--- src/rtl/reg_bank_if.sv ---
`default_nettype none
// ----------------------------------------------------------------------------
// reg_bank_if : write/increment/clear/read bundle between a host and reg_bank
// Revision    : 1.0
// ----------------------------------------------------------------------------
interface reg_bank_if #(
   parameter int WIDTH    = 8,
   parameter int NUM_REGS = 4
);
   localparam int AW = (NUM_REGS > 1) ? $clog2(NUM_REGS) : 1;

   logic             wr_valid;
   logic             wr_ready;
   logic [AW-1:0]    wr_addr;
   logic [7:0]       wr_byte;
   logic             wr_done;
   logic             wr_err;
   logic             inc_valid;
   logic [AW-1:0]    inc_addr;
   logic             inc_drop;
   logic             clr_all;
   logic [AW-1:0]    rd_addr_a;
   logic [WIDTH-1:0] rd_data_a;
   logic [AW-1:0]    rd_addr_b;
   logic [WIDTH-1:0] rd_data_b;

   modport master (
      output wr_valid, wr_addr, wr_byte, inc_valid, inc_addr, clr_all,
             rd_addr_a, rd_addr_b,
      input  wr_ready, wr_done, wr_err, inc_drop, rd_data_a, rd_data_b
   );

   modport slave (
      input  wr_valid, wr_addr, wr_byte, inc_valid, inc_addr, clr_all,
             rd_addr_a, rd_addr_b,
      output wr_ready, wr_done, wr_err, inc_drop, rd_data_a, rd_data_b
   );
endinterface
`default_nettype wire

--- src/rtl/reg_bank.sv ---
`default_nettype none
// ----------------------------------------------------------------------------
// reg_bank : NUM_REGS x WIDTH registers, byte-serial atomic writes, increment,
//            global clear and two registered read ports
// Revision : 1.0
// ----------------------------------------------------------------------------
module reg_bank #(
   parameter int               WIDTH     = 8,
   parameter int               NUM_REGS  = 4,
   parameter logic [WIDTH-1:0] RESET_VAL = '0
) (
   input  logic       clk,
   input  logic       rst,
   reg_bank_if.slave  bus
);
   localparam int BEATS = WIDTH / 8;
   localparam int AW    = (NUM_REGS > 1) ? $clog2(NUM_REGS) : 1;
   localparam int CW    = $clog2(BEATS) + 1;
   localparam logic [AW:0]    c_NUM_REGS = (AW+1)'(NUM_REGS);
   localparam logic [CW-1:0]  c_LAST     = CW'(BEATS - 1);
   localparam logic [WIDTH-1:0] c_ONE    = WIDTH'(1);

   typedef enum logic [1:0] {
      S_IDLE    = 2'd0,
      S_COLLECT = 2'd1,
      S_COMMIT  = 2'd2
   } state_t;

   state_t           r_state;
   state_t           w_state_nxt;
   logic [WIDTH-1:0] r_regs [NUM_REGS];
   logic [WIDTH-1:0] r_buf;
   logic [AW-1:0]    r_addr;
   logic [CW-1:0]    r_cnt;
   logic [WIDTH-1:0] r_rd_a;
   logic [WIDTH-1:0] r_rd_b;

   logic             w_ready;
   logic             w_accept;
   logic [CW-1:0]    w_beat;
   logic             w_last;
   logic             w_commit;
   logic             w_commit_ok;
   logic             w_done;
   logic             w_err;
   logic             w_inc_ok;
   logic             w_drop;
   logic             w_addr_ok;
   logic             w_inc_in_range;
   logic [WIDTH-1:0] w_rd_a;
   logic [WIDTH-1:0] w_rd_b;

   assign w_addr_ok      = ({1'b0, r_addr} < c_NUM_REGS);
   assign w_inc_in_range = ({1'b0, bus.inc_addr} < c_NUM_REGS);
   assign w_accept       = bus.wr_valid & w_ready;
   // First beat always lands in byte 0, so the counter need not be cleared between writes
   assign w_beat         = (r_state == S_IDLE) ? '0 : r_cnt;
   assign w_last         = (w_beat == c_LAST);

   always_ff @(posedge clk) begin
      if (rst) begin
         r_state <= S_IDLE;
      end else begin
         r_state <= w_state_nxt;
      end
   end

   always_comb begin
      w_state_nxt = r_state;
      w_ready     = 1'b0;
      w_commit    = 1'b0;
      case (r_state)
         S_IDLE: begin
            w_ready = 1'b1;
            if (w_accept) begin
               w_state_nxt = (BEATS == 1) ? S_COMMIT : S_COLLECT;
            end
         end
         S_COLLECT: begin
            w_ready = 1'b1;
            if (w_accept && w_last) begin
               w_state_nxt = S_COMMIT;
            end
         end
         S_COMMIT: begin
            w_commit    = 1'b1;
            w_state_nxt = S_IDLE;
         end
         default: begin
            w_state_nxt = S_IDLE;
         end
      endcase
      if (rst || bus.clr_all) begin
         w_ready     = 1'b0;
         w_commit    = 1'b0;
         w_state_nxt = S_IDLE;
      end
      w_accept_unused_guard();
   end

   function automatic void w_accept_unused_guard();
   endfunction

   assign w_commit_ok = w_commit & w_addr_ok;
   assign w_done      = w_commit_ok;
   assign w_err       = w_commit & ~w_addr_ok;
   assign w_drop      = w_commit_ok & bus.inc_valid & (bus.inc_addr == r_addr);
   assign w_inc_ok    = bus.inc_valid & w_inc_in_range & ~w_drop & ~rst & ~bus.clr_all;

   always_ff @(posedge clk) begin
      if (rst) begin
         r_buf  <= '0;
         r_addr <= '0;
         r_cnt  <= '0;
      end else if (bus.clr_all) begin
         r_cnt  <= '0;
      end else if (w_accept) begin
         if (r_state == S_IDLE) begin
            r_addr <= bus.wr_addr;
         end
         for (int b = 0; b < BEATS; b++) begin
            if (w_beat == CW'(b)) begin
               r_buf[8*b +: 8] <= bus.wr_byte;
            end
         end
         r_cnt <= w_beat + CW'(1);
      end
   end

   always_ff @(posedge clk) begin
      for (int i = 0; i < NUM_REGS; i++) begin
         if (rst || bus.clr_all) begin
            r_regs[i] <= RESET_VAL;
         end else if (w_commit_ok && (r_addr == AW'(i))) begin
            r_regs[i] <= r_buf;
         end else if (w_inc_ok && (bus.inc_addr == AW'(i))) begin
            r_regs[i] <= r_regs[i] + c_ONE;
         end
      end
   end

   // Decoding by compare keeps out-of-range addresses at zero without indexing past the array
   always_comb begin
      w_rd_a = '0;
      w_rd_b = '0;
      for (int i = 0; i < NUM_REGS; i++) begin
         if (bus.rd_addr_a == AW'(i)) begin
            w_rd_a = r_regs[i];
         end
         if (bus.rd_addr_b == AW'(i)) begin
            w_rd_b = r_regs[i];
         end
      end
   end

   always_ff @(posedge clk) begin
      if (rst) begin
         r_rd_a <= '0;
         r_rd_b <= '0;
      end else begin
         r_rd_a <= w_rd_a;
         r_rd_b <= w_rd_b;
      end
   end

   assign bus.wr_ready  = w_ready;
   assign bus.wr_done   = w_done;
   assign bus.wr_err    = w_err;
   assign bus.inc_drop  = w_drop;
   assign bus.rd_data_a = r_rd_a;
   assign bus.rd_data_b = r_rd_b;
endmodule
`default_nettype wire

--- src/flat_wrapper.sv ---
// flat-port wrapper written by rule: the top's interface ports become plain ports
module reg_bank_flat 
#(
   parameter int               WIDTH     = 8,
   parameter int               NUM_REGS  = 4,
   parameter logic [WIDTH-1:0] RESET_VAL = '0
)
  (clk, rst, bus_wr_valid, bus_wr_addr, bus_wr_byte, bus_inc_valid, bus_inc_addr, bus_clr_all, bus_rd_addr_a, bus_rd_addr_b, bus_wr_ready, bus_wr_done, bus_wr_err, bus_inc_drop, bus_rd_data_a, bus_rd_data_b);
  reg_bank_if #(.WIDTH(WIDTH), .NUM_REGS(NUM_REGS)) bus_i ();
  input  logic clk;
  input  logic rst;
  input wire logic [$bits(bus_i.wr_valid)-1:0] bus_wr_valid;
  input wire logic [$bits(bus_i.wr_addr)-1:0] bus_wr_addr;
  input wire logic [$bits(bus_i.wr_byte)-1:0] bus_wr_byte;
  input wire logic [$bits(bus_i.inc_valid)-1:0] bus_inc_valid;
  input wire logic [$bits(bus_i.inc_addr)-1:0] bus_inc_addr;
  input wire logic [$bits(bus_i.clr_all)-1:0] bus_clr_all;
  input wire logic [$bits(bus_i.rd_addr_a)-1:0] bus_rd_addr_a;
  input wire logic [$bits(bus_i.rd_addr_b)-1:0] bus_rd_addr_b;
  output wire logic [$bits(bus_i.wr_ready)-1:0] bus_wr_ready;
  output wire logic [$bits(bus_i.wr_done)-1:0] bus_wr_done;
  output wire logic [$bits(bus_i.wr_err)-1:0] bus_wr_err;
  output wire logic [$bits(bus_i.inc_drop)-1:0] bus_inc_drop;
  output wire logic [$bits(bus_i.rd_data_a)-1:0] bus_rd_data_a;
  output wire logic [$bits(bus_i.rd_data_b)-1:0] bus_rd_data_b;
  assign bus_i.wr_valid = bus_wr_valid;
  assign bus_i.wr_addr = bus_wr_addr;
  assign bus_i.wr_byte = bus_wr_byte;
  assign bus_i.inc_valid = bus_inc_valid;
  assign bus_i.inc_addr = bus_inc_addr;
  assign bus_i.clr_all = bus_clr_all;
  assign bus_i.rd_addr_a = bus_rd_addr_a;
  assign bus_i.rd_addr_b = bus_rd_addr_b;
  assign bus_wr_ready = bus_i.wr_ready;
  assign bus_wr_done = bus_i.wr_done;
  assign bus_wr_err = bus_i.wr_err;
  assign bus_inc_drop = bus_i.inc_drop;
  assign bus_rd_data_a = bus_i.rd_data_a;
  assign bus_rd_data_b = bus_i.rd_data_b;
  reg_bank #(.WIDTH(WIDTH), .NUM_REGS(NUM_REGS), .RESET_VAL(RESET_VAL)) u_core (.clk(clk), .rst(rst), .bus(bus_i));
endmodule
--- config.mk ---
export PLATFORM = sky130hd
export DESIGN_NAME = reg_bank_flat
export DESIGN_NICKNAME = d
export VERILOG_FILES = /design/src/rtl/reg_bank_if.sv /design/src/rtl/reg_bank.sv /design/src/flat_wrapper.sv
export SDC_FILE = /design/constraint.sdc
export NUM_CORES = 1
export LEC_CHECK = 0
export CAP_MARGIN = 20
export CORE_MARGIN = 3
export CORE_UTILIZATION = 25
export CTS_CLUSTER_DIAMETER = 40
export DETAILED_ROUTE_END_ITERATION = 7
export PLACE_DENSITY = 0.53
export REMOVE_ABC_BUFFERS = 1
export SETUP_SLACK_MARGIN = 0.5
export SLEW_MARGIN = 20
export SYNTH_ARGS = -nofsm -noshare
export SYNTH_HDL_FRONTEND = slang
export SYNTH_SLANG_ARGS = --single-unit
--- constraint.sdc ---
create_clock -name clk -period 2.55 [get_ports clk]
set_clock_uncertainty 0.15 [all_clocks]
set_input_delay 0.51 -clock clk [delete_from_list [all_inputs] [get_ports clk]]
set_output_delay 0.51 -clock clk [all_outputs]
set_load 0.01 [all_outputs]
==> results.md <==
* Mean number of vias per cell at 4.578
* Pwr Total at ~2.5 mW
* Synth Area in Compound Gates at 7.490%
* Synth top area cells: edfxtp_1, dfxtp_1, mux4_2
* #FFs+latches synth at slightly below 60
* WP data required at 1.89 ns
* Placed Area at 3822 µm²
* Metal2 WL at 3577 µm
* Detailed placement HPWL at 5896 µm
* Pint at roughly 1.9 mW
* CP top delay family: simple AND/OR/NAND/NOR gates
* Sequential Power Share at 44.3%
* Most used DFF post-synth: edfxtp_1
* Worst hold slack at 0.3508 ns
* Placed cells at 509
* Worst hold stages at 2
* Post-route cell area at 4144 µm²
* Final Util at 35.24%
* CP Launch Type: input port
* Clock share of power at 46.4%
* Register area share after synthesis at 48.58%
* Vias in the first global route at between 2,000 and 2,500
* Leakage at about 1.5 nW
* Synth Area in Adders at 1.619%
* Routed met1 length at approximately 3700 µm
* First-pass GRT wire length at 12,370 µm
* Hold Fails Final Rpt at 0
* Switching pwr at 0.5910 mW
* EDFF count, synth at 32
* GR Overflow Total at 0
* Layout Nets at 384
* HP Start: u_core.r_buf[7]$_SDFFE_PP0P_
* Status: finished, final reports clean
* Pin count of the biggest net entering global routing at 17
* XOR/XNOR share of the synthesized area at 7.368%
* Die footprint at about 14,000 µm²
* Post-DR wirelength/cell at 14.69 µm
* Max Slew Vio Count at 0
* Peak VDD IR at 0.0003074 V
* Max incr delay on CP at 0.25 ns
* DRT Pass-1 Iters at 4
* Number of setup violations in the final report at 0
* # diodes at 0
* FFs w/ async S/R, synth at 0%
* CP Class: in -> out
* Worst-skew pair later-pin latency at 0.33 ns
* Gate power share at 9.3%
* Setup WS post-layout at 0.5742 ns
* TritonCTS clock tree: done
* Crit path max-delay cell type: dlygate4sd2_1
* Root buffer cell: clkbuf_16
* Clk slew on worst S/H paths at 0.05 ns
* Initial Util at a little over a quarter
* DP Worst Slack at -0.1866 ns
* Max FO, Critical Path at 2
* Netlist Area Pre-Place at 3090 µm²
* Crit path time final at between 1.5 and 2 ns
* GP Congestion at 0.8606
* Initial antenna violation count at 0
* Crit. End Element: output port
* Crit path cell chain: dlygate4sd2_1, nor2_2, and2_1, and4_1, buf_2
* Via Count at roughly 2,400
* Maximum clock frequency at 0.5061 GHz
* Yosys warning count at 0
* Worst R2R End: u_core.r_regs[1][0]$_SDFFCE_PN0P_
* Maximum buffer depth of the clock tree at 2
* Width of the die at 117.2 µm
* Die height at 117.2 µm
* Dominant cell type by area after synthesis: edfxtp_1
* R2R cell count at 4
* Synth Area in Simple Gates at around a fifth
* Initial DRC Count at 136
* Antenna-violating nets left at 0
* I/O Pins at 41
* RSZ-0062 raised after global routing: false
* Core region area at 11,760 µm²
* Gr usage total at 12.20%
* Rows at 39
* Fin cells at 528
* Final WL at 7754 µm
* Met3 WL at about 370 µm
* Final setup TNS at 0 ns
* Arrival time at the worst endpoint at 1.32 ns
* Fin crit share at 77.48%
* DRC Markers at 0
* Area share of the largest cell type after synthesis at 31.09%
* Sw frac at 23.73%
* Largest family of logic cells by synthesized area: simple AND/OR/NAND/NOR gates
* Number of buffers created by CTS at 9
* Layout cells sized above 1 at 20.05%
* Synth cell types at 30
* Worst reg-to-reg setup slack at 0.93 ns
* R2r startpoint: u_core.r_state[1]$_SDFFE_PP0P_
* Most common cell after layout, fill and taps aside: nand2_1
* Syn-to-layout area delta at 34.09%
* # fillers at 1,191
* Clk sinks at 59
* Tightest Hold Check Type: reg -> reg
* Hold EP: u_core.r_buf[7]$_SDFFE_PP0P_
* Multiplexer share of the synthesized area at 11.66%
* Max layer used: met4
* MaxCap Viol Count at 0
* Power Dens Cells at 601.1 nW/µm²
* Commonest cells after routing, fill and taps aside: nand2_1, edfxtp_1, o21ai_0, clkdlybuf4s50_1, dfxtp_1
* H-tree depth at 3
* Synth Instances at around 300
* Mean post-synth cell area at 10.48 µm²
* Buf/Inv on CP at 2
* Port Buffers at 39
[area by class of cell]
class	count	area (µm²)	area share, %
Multi-Input combinational cell	216	1510	36.44
Sequential cell	59	1501	36.23
Clock inverter	5	31.28	0.7548
Tap cell	164	205.2	4.952
Timing Repair Buffer	67	620.6	14.98
Clock buffer	11	252.7	6.099
Inverter	6	22.52	0.5435
[cells in the mapped netlist, drive strengths merged, types with 4 or more instances]
library cell	n
nand3	14
a21oi	11
xor2	15
nor2b	17
nand2	61
buf	7
dfxtp	27
nor2	7
ha	4
mux4	16
o21ai	31
and3	9
edfxtp	32
nand4	4
clkbuf	7
xnor2	11
inv	6
[worst min-delay path: stages (launching register included)]
cell	delay, ns
dfxtp_1	0.33
nand2_1	0.06
a21oi_1	0.05
[power by group through the flow]
stage	Combinational, mW	Clock [mW]	Sequential, mW
floorplan	0.100	0	1.11
global placement	0.230	0	1.12
detailed placement	0.231	0	1.12
CTS	0.235	1.18	1.10
global route	0.255	1.22	1.11
finish	0.232	1.15	1.10
[worst max-delay path by stage]
stage                     slack (ns)                        endpoint     startpoint  depth (start not counted)
after detailed placement       -0.19                    bus_inc_drop            rst                          5
after CTS                       0.51                    bus_inc_drop  bus_inc_valid                          3
after global routing            0.51                    bus_inc_drop    bus_clr_all                          5
after global placement         -0.18                    bus_inc_drop            rst                          5
final                           0.57                    bus_inc_drop    bus_clr_all                          5
after floorplan                 0.57  u_core.r_regs[0][10]$_DFFE_PP_            rst                          4
[timing repair]
| item | in CTS | in global routing |
|---|---|---|
| endpoints found under the setup margin | 51 | 17 |
| hold buffers | 0 | 0 |
| setup buffers | 3 | 0 |
| pin swaps | 2 | 1 |
| gates resized for setup | 20 | 5 |
[metal layers]
layer / vias up / GRT usage (%)
met3: 7 / 4.113
li1: 1178 / -
met2: 67 / 19.27
met4: 0 / 3.517
met1: 1165 / 15.95
met5: - / 0
[flip-flops by register name, summed over array words and instances, names as in the netlist]
| register | flops |
|---|---|
| u_core.bus.rd_data_b | 8 |
| u_core.r_regs | 32 |
| u_core.bus.rd_data_a | 8 |
| u_core.r_state | 1 |
| u_core.r_addr | 2 |
| u_core.r_buf | 8 |
[kinds of logic (layout without fill, tap and decap cells)]
logic type	count (synthesis)	in the layout
fa+ha+maj	4	4
mux	16	16
xor+xnor	26	26
flops	59	59
other cells	1	1
buf+inv	20	89
compound gates	44	44
simple gates	125	125
(Power assumes the default switching activity.)
